File: src/rtl/wb_arbiter.sv
// wb_arbiter: writeback arbiter giving ALU results priority over buffered load results, with a busy scoreboard
module wb_arbiter #(
  parameter int FIFO_DEPTH = 4
) (
  input  logic                         clk,
  input  logic                         rst,
  input  logic                         alu_valid,
  input  logic [4:0]                   alu_rd,
  input  logic [31:0]                  alu_data,
  input  logic                         mem_valid,
  output logic                         mem_ready,
  input  logic [4:0]                   mem_rd,
  input  logic [31:0]                  mem_data,
  input  logic                         issue_valid,
  input  logic [4:0]                   issue_rd,
  output logic                         RegWrite,
  output logic [4:0]                   WriteRegister,
  output logic [31:0]                  WriteData,
  output logic [31:0]                  busy,
  output logic [$clog2(FIFO_DEPTH):0]  fifo_count
);
  localparam int AW = $clog2(FIFO_DEPTH);
  localparam int CW = AW + 1;
  logic [36:0]   fifo_q [FIFO_DEPTH];
  logic [AW-1:0] wr_q, rd_q;
  logic [CW-1:0] cnt_q, cnt_d;
  logic          we_q, we_d;
  logic [4:0]    wa_q, wa_d;
  logic [31:0]   wd_q, wd_d;
  logic [31:0]   busy_q, busy_d;
  logic          push, pop, sel;
  logic [36:0]   head;
  logic [4:0]    sel_rd;
  logic [31:0]   sel_data, clr, set;
  assign mem_ready     = cnt_q < CW'(FIFO_DEPTH);
  assign RegWrite      = we_q;
  assign WriteRegister = wa_q;
  assign WriteData     = wd_q;
  assign busy          = busy_q;
  assign fifo_count    = cnt_q;
  always_comb begin
    push     = mem_valid & mem_ready;
    pop      = ~alu_valid & (cnt_q != '0);
    sel      = alu_valid | pop;
    head     = fifo_q[rd_q];
    sel_rd   = alu_valid ? alu_rd : head[36:32];
    sel_data = alu_valid ? alu_data : head[31:0];
    // a write to r0 is consumed but never strobed
    we_d     = sel & (sel_rd != 5'd0);
    wa_d     = we_d ? sel_rd : wa_q;
    wd_d     = we_d ? sel_data : wd_q;
    clr      = sel ? 32'd1 << sel_rd : '0;
    set      = issue_valid ? 32'd1 << issue_rd : '0;
    busy_d   = ((busy_q & ~clr) | set) & ~32'd1;
    cnt_d    = cnt_q + CW'(push) - CW'(pop);
  end
  always_ff @(posedge clk) begin
    if (push) fifo_q[wr_q] <= {mem_rd, mem_data};
  end
  always_ff @(posedge clk or posedge rst) begin
    if (rst) begin
      wr_q   <= '0;
      rd_q   <= '0;
      cnt_q  <= '0;
      we_q   <= 1'b0;
      wa_q   <= '0;
      wd_q   <= '0;
      busy_q <= '0;
    end else begin
      wr_q   <= push ? wr_q + AW'(1) : wr_q;
      rd_q   <= pop ? rd_q + AW'(1) : rd_q;
      cnt_q  <= cnt_d;
      we_q   <= we_d;
      wa_q   <= wa_d;
      wd_q   <= wd_d;
      busy_q <= busy_d;
    end
  end
endmodule

File: config.mk
export PLATFORM = sky130hd
export DESIGN_NAME = wb_arbiter
export DESIGN_NICKNAME = d
export VERILOG_FILES = /design/src/rtl/wb_arbiter.sv
export SDC_FILE = /design/constraint.sdc
export NUM_CORES = 1
export LEC_CHECK = 0
export ABC_AREA = 1
export CELL_PAD_IN_SITES_DETAIL_PLACEMENT = 0
export CELL_PAD_IN_SITES_GLOBAL_PLACEMENT = 1
export CORE_MARGIN = 1
export CORE_UTILIZATION = 32
export CTS_CLUSTER_SIZE = 30
export DETAILED_ROUTE_END_ITERATION = 8
export HOLD_SLACK_MARGIN = 0.02
export PLACE_DENSITY = 0.71
export SLEW_MARGIN = 30
export SYNTH_ARGS = -nofsm -noshare
export SYNTH_HDL_FRONTEND = slang
export SYNTH_SLANG_ARGS = --single-unit
export TNS_END_PERCENT = 30
File: constraint.sdc
create_clock -name clk -period 7.8 [get_ports clk]
set_input_delay 0.78 -clock clk [delete_from_list [all_inputs] [get_ports clk]]
set_output_delay 0.78 -clock clk [all_outputs]
set_load 0.02 [all_outputs]
### Word level (Yosys, flattened, before mapping)

Memory sizes are Yosys's and may differ from the RTL's.
Index checks and enable logic that the tools add are counted.

| word-level totals | value |
|---|---|
| flip-flop bits (word level) | 76 |
| bits in latches | 0 |
| bits in writable memories | 148 |
| memory bits (read-only) | 0 |
| bits of input ports | 84 |
| output and inout port bits | 74 |
| logic and storage cells | 31 |
| memories | 1 |

Memory list:

| memory | depth | width | read ports | clocked after Yosys merged registers in | write ports | RTL line | RTL |
|---|---|---|---|---|---|---|---|
| fifo_q | 4 | 37 | 1 | 0 | 1 | 24 | `logic [36:0] fifo_q [FIFO_DEPTH];` |

| operators by class | value |
|---|---|
| $add $sub $neg | 4 |
| multipliers | 0 |
| divide/modulo/power cells | 0 |
| $lt $le $gt $ge | 1 |
| equality and inequality tests | 0 |
| shift operators | 2 |
| mux-type cells | 6 |
| bitwise logic cells | 8 |
| reductions and logical operators | 2 |

Operators with widths:

| operator | number |
|---|---|
| two-way mux 32 bit | 3 |
| << shifter 1 x 5 -> 32 bit, first input constant | 2 |
| bitwise AND 32 bit | 1 |
| inverter 32 bit | 1 |
| bitwise OR 32 bit | 1 |
| two-way mux 5 bit | 1 |
| nonzero test 5 bit | 1 |
| adder 2 x 1 -> 2 bit, second input constant | 2 |
| adder 3 x 1 -> 3 bit | 1 |
| bitwise AND 1 bit | 3 |
| less-than comparator 3 bit, second input constant | 1 |
| nonzero test 3 bit | 1 |
| subtractor 3 x 1 -> 3 bit | 1 |
| two-way mux 1 bit | 2 |
| inverter 1 bit | 1 |
| bitwise OR 1 bit | 1 |

### Depth between registers and ports, before layout

| depth | value |
|---|---|
| depth after elaboration | 7 |
| depth in mapped cells | 14 |
| depth with buffers taken out | 11 |

### Worst setup path before layout

No wires, ideal clock.

| timing | value |
|---|---|
| path kind | input-to-reg |
| start point | input port mem_valid |
| end point | memory fifo_q[0][0] (enable) |
| library setup time | 0.431 ns |
| arrival | 2.527 ns |
| data required time | 7.369 ns |
| slack | 4.841 ns |
| stages on the path | 2 |
| path buffers | 0 |
| path through | nand2_1 -> nor2_1 |

| on the way | value |
|---|---|
| longest elaborated chain between the ends | 3 |

Ends and longest elaborated chain:

| item | RTL line | RTL |
|---|---|---|
| start, declared | 10 | `input logic mem_valid,` |
| bitwise AND 1 bit | 42 | `push = mem_valid & mem_ready;` |
| two-way mux 1 bit | 58 | `if (push) fifo_q[wr_q] <= {mem_rd, mem_data};` |
| two-way mux 1 bit (implied by the code) | 58 |  |
| end, declared | 24 |  |

No other way between the ends.

### Worst setup path after layout

| timing | value |
|---|---|
| start point | input port alu_valid |
| end point | register wd_q[26] (netlist: WriteData[26]) |

| on the way | value |
|---|---|
| longest elaborated chain between the ends | 4 |
| elaborated cells between the ends (all ways) | 7 |
| classes of those cells | mux (2); bitwise (4); reduce/logical (1) |

Ends and longest elaborated chain:

| item | RTL line | RTL |
|---|---|---|
| start, declared | 7 | `input logic alu_valid,` |
| inverter 1 bit | 43 | `pop = ~alu_valid & (cnt_q != '0);` |
| bitwise AND 1 bit | 43 |  |
| bitwise OR 1 bit | 44 | `sel = alu_valid \| pop;` |
| bitwise AND 1 bit | 49 | `we_d = sel & (sel_rd != 5'd0);` |
| end signal, assigned | 75 | `wd_q <= wd_d;` |
| end, declared | 29 | `logic [31:0] wd_q, wd_d;` |

Several ways; a longest one is shown, not always the timed one.
A chain may end at the register's enable or synchronous reset.

==> summary.txt <==
Status = completed
Sequential power share = 37.8%
First-pass GRT wire length = 39.3 mm
Fin nets = 1162
Root buffer cell = clkbuf_16
CTS resizes = 0
Vias per inst = 4.69
Setup repair bufs after CTS = 0
Worst r2r dst = WriteData[26]$_DFFE_PP0P_
Distinct cell type count after synthesis = 29
# H-tree levels = 1
WL/cell = 17.1 µm
Starting density of the core = 32.4%
Final wirelength = 25.3 mm
R2R Setup Slk = 4.68 ns
Std cell rows = 63
Synth Instances = 932
Design area = 0.0123 mm²
Slew @ Worst Pin = 0.914 ns
Sw Share = 37.2%
Post-CTS Hold Buffers = 0
Post-DP HPWL = 15.4 mm
Fin. Hold Viols = 0
I/O Pins = 158
Syn Std Cell Area = 0.00959 mm²
Most common cell after layout, fill and taps aside = nand2_1
HP Start = busy[22]$_DFF_PP0_
Die area = 0.0307 mm²
Int Power = 2.89 mW
Die height = 175 µm
#FFs+latches synth = 224
Fin Setup TNS = 0 ns
Crit path kind = in2reg
Cell Chain, Critical Path = buf_2 > inv_2 > or2_2 > nand2_1 > nand2_1 > inv_2 > nand3_2 > nand3_1 > nand2_1
Clk slew on worst S/H paths = 0.06 ns
Vias in the first global route = 6667
Net switching power = 1.71 mW
FF-to-FF path depth = 11
Vias post-DR = 6951
Hold Path Depth = 2
Multi-input combinational cell area = 0.00285 mm²
DRT Pass-1 Iters = 5
Max Cap Viol = 0
Fin. max-slew vios = 0
Buf/Inv on CP = 3
# DRC = 0
Final Util = 41.5%
Critical Path Most Common Cell = nand2_1
Worst reg2reg startpoint = rd_q[0]$_DFFE_PP0P_
Worst path slowest cell = nand3_2
Grt total ovfl = 0
Req. time, crit path = 8.21 ns
Worst-path maximum fanout = 43
Tot GR Track Use = 16.7%
Clock Path Buffers = 3
Final ANT Viol Nets = 0
Synth Warn # = 0
Initial antenna violation count = 1
Commonest cells after routing, fill and taps aside = nand2_1, clkdlybuf4s50_1, edfxtp_1
Mapped Nets = 1023
RSZ-0062 raised after global routing = false
Reg area = 0.00635 mm²
Placed Area = 0.0115 mm²
Comb pwr share = 37.4%
Clock sink total = 224
Rel. slew slack = 38.9%
PwrDens = 375 mW/mm²
Worst clock skew = 0.0112 ns
Clk network pwr share = 24.8%
Core ar. = 0.0296 mm²
CP top delay family = simple AND/OR/NAND/NOR gates
Mean Syn Cell Area = 10.3 µm²
Leak = 4.90 nW
DR iter-0 viols = 478
CP arrival = 3.66 ns
Hold EP = busy[22]$_DFF_PP0_
Worst min path class = reg2reg
TritonCTS clock tree = built
Die Wd = 175 µm
Share of cells above drive strength 1 = 7.43%
Pin count of the biggest net entering global routing = 76
Fmax = 308 MHz
Worst Setup Start Kind = input port
Crit-path max cell delay = 0.61 ns
Worst VDD drop = 0.190 mV
Tmin final = 3.24 ns
FILL cells = 2869
Final Cycle Share = 41.6%
Seq/Total Area, Yosys = 66.2%
Number of buffers created by CTS = 26
Clk_lat worst skew = 0.54 ns
GPL Wtd Cong = 0.762
Setup crit end kind = register
IO Port Bufs = 156
Setup violators final = 0
Area delta synth->final = 28.0%
worst max-delay path by stage:
stage,start,endpoint,depth (start not counted)
after global routing,alu_valid,WriteData[24]$_DFFE_PP0P_,9
final,alu_valid,WriteData[26]$_DFFE_PP0P_,9
after floorplan,mem_valid,fifo_q[0][0]$_DFFE_PP_,2
after global placement,alu_valid,WriteData[3]$_DFFE_PP0P_,9
after detailed placement,alu_valid,WriteData[9]$_DFFE_PP0P_,9
after CTS,alu_valid,WriteData[26]$_DFFE_PP0P_,9
area by class of cell:
cell class,instances,share of cell area (%)
diodes,1,0.0204
clock buffers,35,5.74
clock inverters,12,0.876
inverters,42,1.29
multi-input cells,613,23.2
flip-flops and latches,224,51.7
well taps,390,3.97
repair buffers,164,13.2
metal layers:
metal	GRT usage, %	up-vias	part of all wire, %
li1	-	3437	-
met1	22.7	3312	46
met2	28.2	177	48
met3	2.89	25	4.8
met4	2.97	0	1.4
met5	0	-	0
registers in the layout (all words and copies together) (netlist names):
signal and flops:
fifo_q 148, WriteData 32, busy 31, WriteRegister 5, fifo_count 3, rd_q 2
wr_q 2, RegWrite 1
synth_stat cells:
master	count	area [µm²]
a21oi_1	1	5.00
a21oi_2	1	8.76
buf_1	4	15.0
buf_2	15	75.1
buf_4	4	30.0
buf_6	3	33.8
buf_8	1	15.0
clkbuf_1	26	97.6
conb_1	1	3.75
dfrtp_1	76	1900
edfxtp_1	148	4440
fa_1	1	20.0
ha_1	6	75.1
inv_1	37	139
inv_2	5	18.8
nand2_1	267	1000
nand2_2	4	25.0
nand2_4	1	11.3
nand3_1	106	531
nand3_2	12	120
nor2_1	99	372
nor2_4	2	22.5
nor4_1	4	25.0
o21ai_0	67	335
o21ai_1	2	10.0
o22ai_1	32	200
or2_2	3	18.8
xnor2_1	1	8.76
xor2_1	3	26.3
power groups by stage:
| stage | sequential (mW) | combinational (mW) | clock, mW |
|---|---|---|---|
| 3_5_place_dp | 1.76 | 1.75 | 0 |
| 2_1_floorplan | 1.95 | 0.830 | 0 |
| 6_report | 1.74 | 1.72 | 1.14 |
| 3_3_place_gp | 1.76 | 1.73 | 0 |
| 5_1_grt | 1.77 | 1.91 | 1.22 |
| 4_1_cts | 1.74 | 1.75 | 1.17 |
tightest hold or removal path: stages, from the launching register on:
cell and delay (ns):
dfrtp_1 0.34, nand2_1 0.05, nand2_1 0.04
logic make-up after synthesis:
family / count (synthesis) / share of synthesized area [%]
buffers and inverters: 95 / 4.42
and+or+nand+nor: 498 / 22.2
other: 1 / 0.0391
xor gates and xnor gates: 4 / 0.365
DFF: 224 / 66.2
AOI/OAI and AO/OA: 103 / 5.83
adders and majority gates: 7 / 0.992
per-stage QoR:
step | worst slack, ns | hold WS, ns | instances | total power [mW]
after detailed placement | 3.90 | 0.461 | 1433 | 3.51
after floorplan | 4.84 | 0.557 | 932 | 2.78
final | 4.56 | 0.469 | 1481 | 4.60
after CTS | 4.47 | 0.476 | 1480 | 4.67
after global placement | 3.96 | 0.459 | 1433 | 3.49
after global routing | 4.16 | 0.492 | 1480 | 4.90
Power figures use the tool's default switching activity.
==> edit 1, RTL diff (same settings) <==
Make the reset (`rst`) synchronous in one clocked block.
--- a/src/rtl/wb_arbiter.sv
+++ b/src/rtl/wb_arbiter.sv
@@ -57,7 +57,7 @@
   always_ff @(posedge clk) begin
     if (push) fifo_q[wr_q] <= {mem_rd, mem_data};
   end
-  always_ff @(posedge clk or posedge rst) begin
+  always_ff @(posedge clk) begin
     if (rst) begin
       wr_q   <= '0;
       rd_q   <= '0;
Check against the original RTL: differs if rst is asserted again (counterexample within 4 cycles, from zero or initial values and one cycle with rst high); with rst held inactive, the same outputs for 4 cycles.
==> edit 1 against the original RTL <==
Design area shrank 1.3%; critical path depth shrank 1; combinational power shrank 41%; worst hold slack lost 8.1 ps; global-route usage shrank 0.21 points; area after synthesis shrank 1.7%; worst setup slack lost 180 ps; wire length shrank 1.2%; total power shrank 20%; sequential cell count grew 2; highest routed layer unchanged.
==> edit 1: results (changes against the original RTL) <==
Critical Path AT=3860 ps (+200 ps); status=complete, no violations; Worst path top cell family by delay=simple AND/OR/NAND/NOR gates; register area share after synthesis=63.7% (-2.4 points); Placed Area=11300 um^2 (-1.4%); share of post-route cells with drive strength above 1=6.52% (-0.91 points); 1st-iter DRT viols=560 (+17%); Least-Margin Pin Slew=855 ps (-59.1 ps); HPWL after DPL=15700 um (+2.2%); Gate Count Post-Synth=965 (+3.5%); Avg WL per Cell=16.6 um (-2.7%); Cell Count, Final, Fillers Out=1504 (+1.6%); Leak=0.00453 uW (-7.4%); Vias/cell=4.70 (about the same); peak supply drop=0.157 mV (-17%); Syn Nets=1056 (+3.2%); Synth area leaders=edfxtp_1 47%, dfxtp_1 17%, nand2_1 7.1%; Tot GR Track Use=16.5% (-0.21 points); initial antenna violation count=0 (-1); clk_lat worst skew=520 ps (-20 ps); synth warn=0 (unchanged); P_sw=1190 uW (-30%); Synth async-reset ratio=0% (-34 points); total gr overflow=0 (unchanged); post-synth cell types=30 (+3.4%); Final GP Congestion=0.783 (+2.8%); vias in the first global route=6940 (+4.1%); CTS Buf Count=25 (-3.8%); Placed Cells=1459 (+1.8%); Post-synth top cells=179 x nand2_1, 173 x nor2_1, 148 x edfxtp_1; CP max stage cell=nand2_1; pwr dens=304 nW/um^2 (-19%); first-pass GRT wire length=38800 um (-1.4%); Layout fillers=2795 (-2.6%); worst-path maximum fanout=38 (-12%); Worst Skew=20.8 ps (+9.68 ps); worst stage delay on the critical path=820 ps (+210 ps); dpl ws=3480 ps (-422 ps); Antenna Cells=0 (-1)
edit 1: cell count changes after synthesis, sizes merged, moves of 2 or more:
cell    before  now
nand2      272  185
dfxtp        0   78
dfrtp       76    0
nor2       101  174
a21oi        2   37
nand3      118   86
mux2i        0   19
inv         42   60
clkbuf      26   31
clkinv       0    2
o21ai       69   71
xor2         3    1
edit 1: logic make-up (layout without fill, tap and decap cells):
group	after synthesis	in the layout	share of synthesized area, %
compound gates	140	140	7.90
flops	226	226	63.7
buf+inv	119	274	5.39
mux	19	19	2.02
fa+ha+maj	7	7	1.01
simple gates	452	452	19.8
xor+xnor	1	1	0.0930
other cells	1	1	0.0398
edit 1: power groups by stage:
| stage | Clock [uW] | Combinational [uW] | Sequential (uW) |
|---|---|---|---|
| after floorplan | 0 | 573 | 1610 |
| after global placement | 0 | 1030 | 1530 |
| after detailed placement | 0 | 1030 | 1530 |
| after CTS | 1190 | 1030 | 1510 |
| after global routing | 1240 | 1130 | 1520 |
| final | 1160 | 1020 | 1510 |
edit 1: area by class of cell:
class	count	area, um^2	share of cell area, %
clock buffer	33	666	5.50
clock inverter	12	140	1.16
multi-input combinational	620	2950	24.3
timing repair buffer	167	1640	13.5
sequential	226	6010	49.6
inverter	62	233	1.92
tap	384	480	3.97
edit 1: metal layers:
metal,wire (um),track usage [%],vias to the layer above
li1,-,-,3525
met1,11000,21.6,3318
met2,12100,28.1,182
met3,1320,2.63,40
met4,578,4.79,0
met5,0,0,-
edit 1: path summary, 6_finish.rpt:
kind,slack (ps),depth (start not counted),startpoint,end
hold reg to reg,460,2,busy[8],busy[8]
setup / recovery,4380,8,alu_valid,WriteData[21]
hold / removal,460,2,busy[8],busy[8]
setup reg to reg,4400,13,flip-flop,WriteData[2]
==> edit 2, RTL diff (same settings) <==
Without the edit above. Change the parameter `FIFO_DEPTH` from 4 to 2.
--- a/src/rtl/wb_arbiter.sv
+++ b/src/rtl/wb_arbiter.sv
@@ -1,6 +1,6 @@
 // wb_arbiter: writeback arbiter giving ALU results priority over buffered load results, with a busy scoreboard
 module wb_arbiter #(
-  parameter int FIFO_DEPTH = 4
+  parameter int FIFO_DEPTH = 2
 ) (
   input  logic                         clk,
   input  logic                         rst,
Ports: changed (resized fifo_count); port bits go from 158 to 157. The function was not compared with the original's and may differ.
==> edit 2 against the original RTL <==
Worst setup slack gained 110 ps; die area shrank 34%; design area shrank 28%; sequential cell count shrank 77; wire length shrank 33%; count of clock-buffer cells in the layout shrank 17; total power shrank 27%; critical path depth grew 1; sequential share of layout area shrank 5.7 points; area after synthesis shrank 34%; cell count shrank 28%.
==> edit 2: results (changes against the original RTL) <==
Placed Cells=1039 (-27%); Synth async-reset ratio=49.7% (+16 points); 1st-iter DRT viols=266 (-44%); reg2reg start=rd_q; max reg flops=74 (-50%); clk pwr=925 uW (-19%); dpl ws=4060 ps (+158 ps); Antenna Cells=0 (-1); CTS Buf Count=17 (-35%); worst stage delay on the critical path=550 ps (-60 ps); Gate Count Post-Synth=651 (-30%); initial antenna violation count=1 (unchanged); HPWL after DPL=11700 um (-24%); fraction of power consumed by sequential logic=36.1% (-1.7 points); Synth area leaders=edfxtp_1 35%, dfrtp_1 29%, nand2_1 13%; deepest clock path buffer count=2 (-1); R2R Path End=WriteData[3]; share of post-route cells with drive strength above 1=6.32% (-1.1 points); first-pass GRT wire length=26500 um (-33%); Tot GR Track Use=17.5% (+0.78 points); EDFF count, synth=74 (-50%); fmax=0.319 GHz (+3.3%); largest net degree at the start of global routing=78 (+2.6%); Layout fillers=1840 (-36%); post-CTS setup buffer count=0 (unchanged); Worst Skew=8.70 ps (-2.45 ps); I/O Buffers=155 (-0.64%); Syn Nets=737 (-28%); WL final=16900 um (-33%); Least-Margin Pin Slew=812 ps (-102 ps); wire length on met1=7110 um (-39%); Synth Flop Type=edfxtp_1; routed vias=5057 (-27%); met2 WL post-DR=8250 um (-32%); nets@finish=880 (-24%); status=complete, no violations; Final GP Congestion=0.830 (+9.0%); FF-to-FF setup slack=5010 ps (+330 ps); HP Start=busy[20]; clk_lat worst skew=420 ps (-120 ps); Hold Path End=busy[20]; Cell Count, Final, Fillers Out=1072 (-28%); Post-synth top cells=224 x nand2_1, 111 x nand3_1, 74 x edfxtp_1; Placed Area=8110 um^2 (-29%); Sw Ratio=34.9% (-2.3 points); Critical Path AT=3440 ps (-220 ps); peak supply drop=0.170 mV (-10%); WHS=472 ps (+2.87 ps); Leak=0.00362 uW (-26%); H-tree levels=4 (+3); register area share after synthesis=64.1% (-2.1 points); CP max stage cell=buf_4; vias in the first global route=4978 (-25%); worst-path maximum fanout=77 (+79%); Routed met3 length=1380 um (+15%); Int Pwr=2190 uW (-24%)
==> edit 2: per-layer routing <==
layer,global-route usage [%],vias to the layer above
met5,0,-
met4,4.87,0
met3,6.39,16
met2,28.9,166
met1,21.4,2390
li1,-,2485
==> edit 2: final cells by class <==
class | instances | area [um^2] | share of cell area [%]
well taps | 265 | 332 | 3.76
repair buffers | 162 | 1670 | 18.9
clock inverters | 14 | 231 | 2.63
inverters | 17 | 65.1 | 0.739
clock buffers | 18 | 439 | 4.99
flip-flops and latches | 147 | 4050 | 46.0
multi-input cells | 449 | 2020 | 23.0
==> edit 2: cell families (layout without fill, tap and decap cells) <==
kind of cell	after synthesis	after routing	share of synthesized area, %
simple gates	406	406	27.0
flops	147	147	64.1
buf+inv	55	211	4.30
compound gates	36	36	3.60
xor+xnor	4	4	0.554
fa+ha+maj	2	2	0.396
other cells	1	1	0.0593
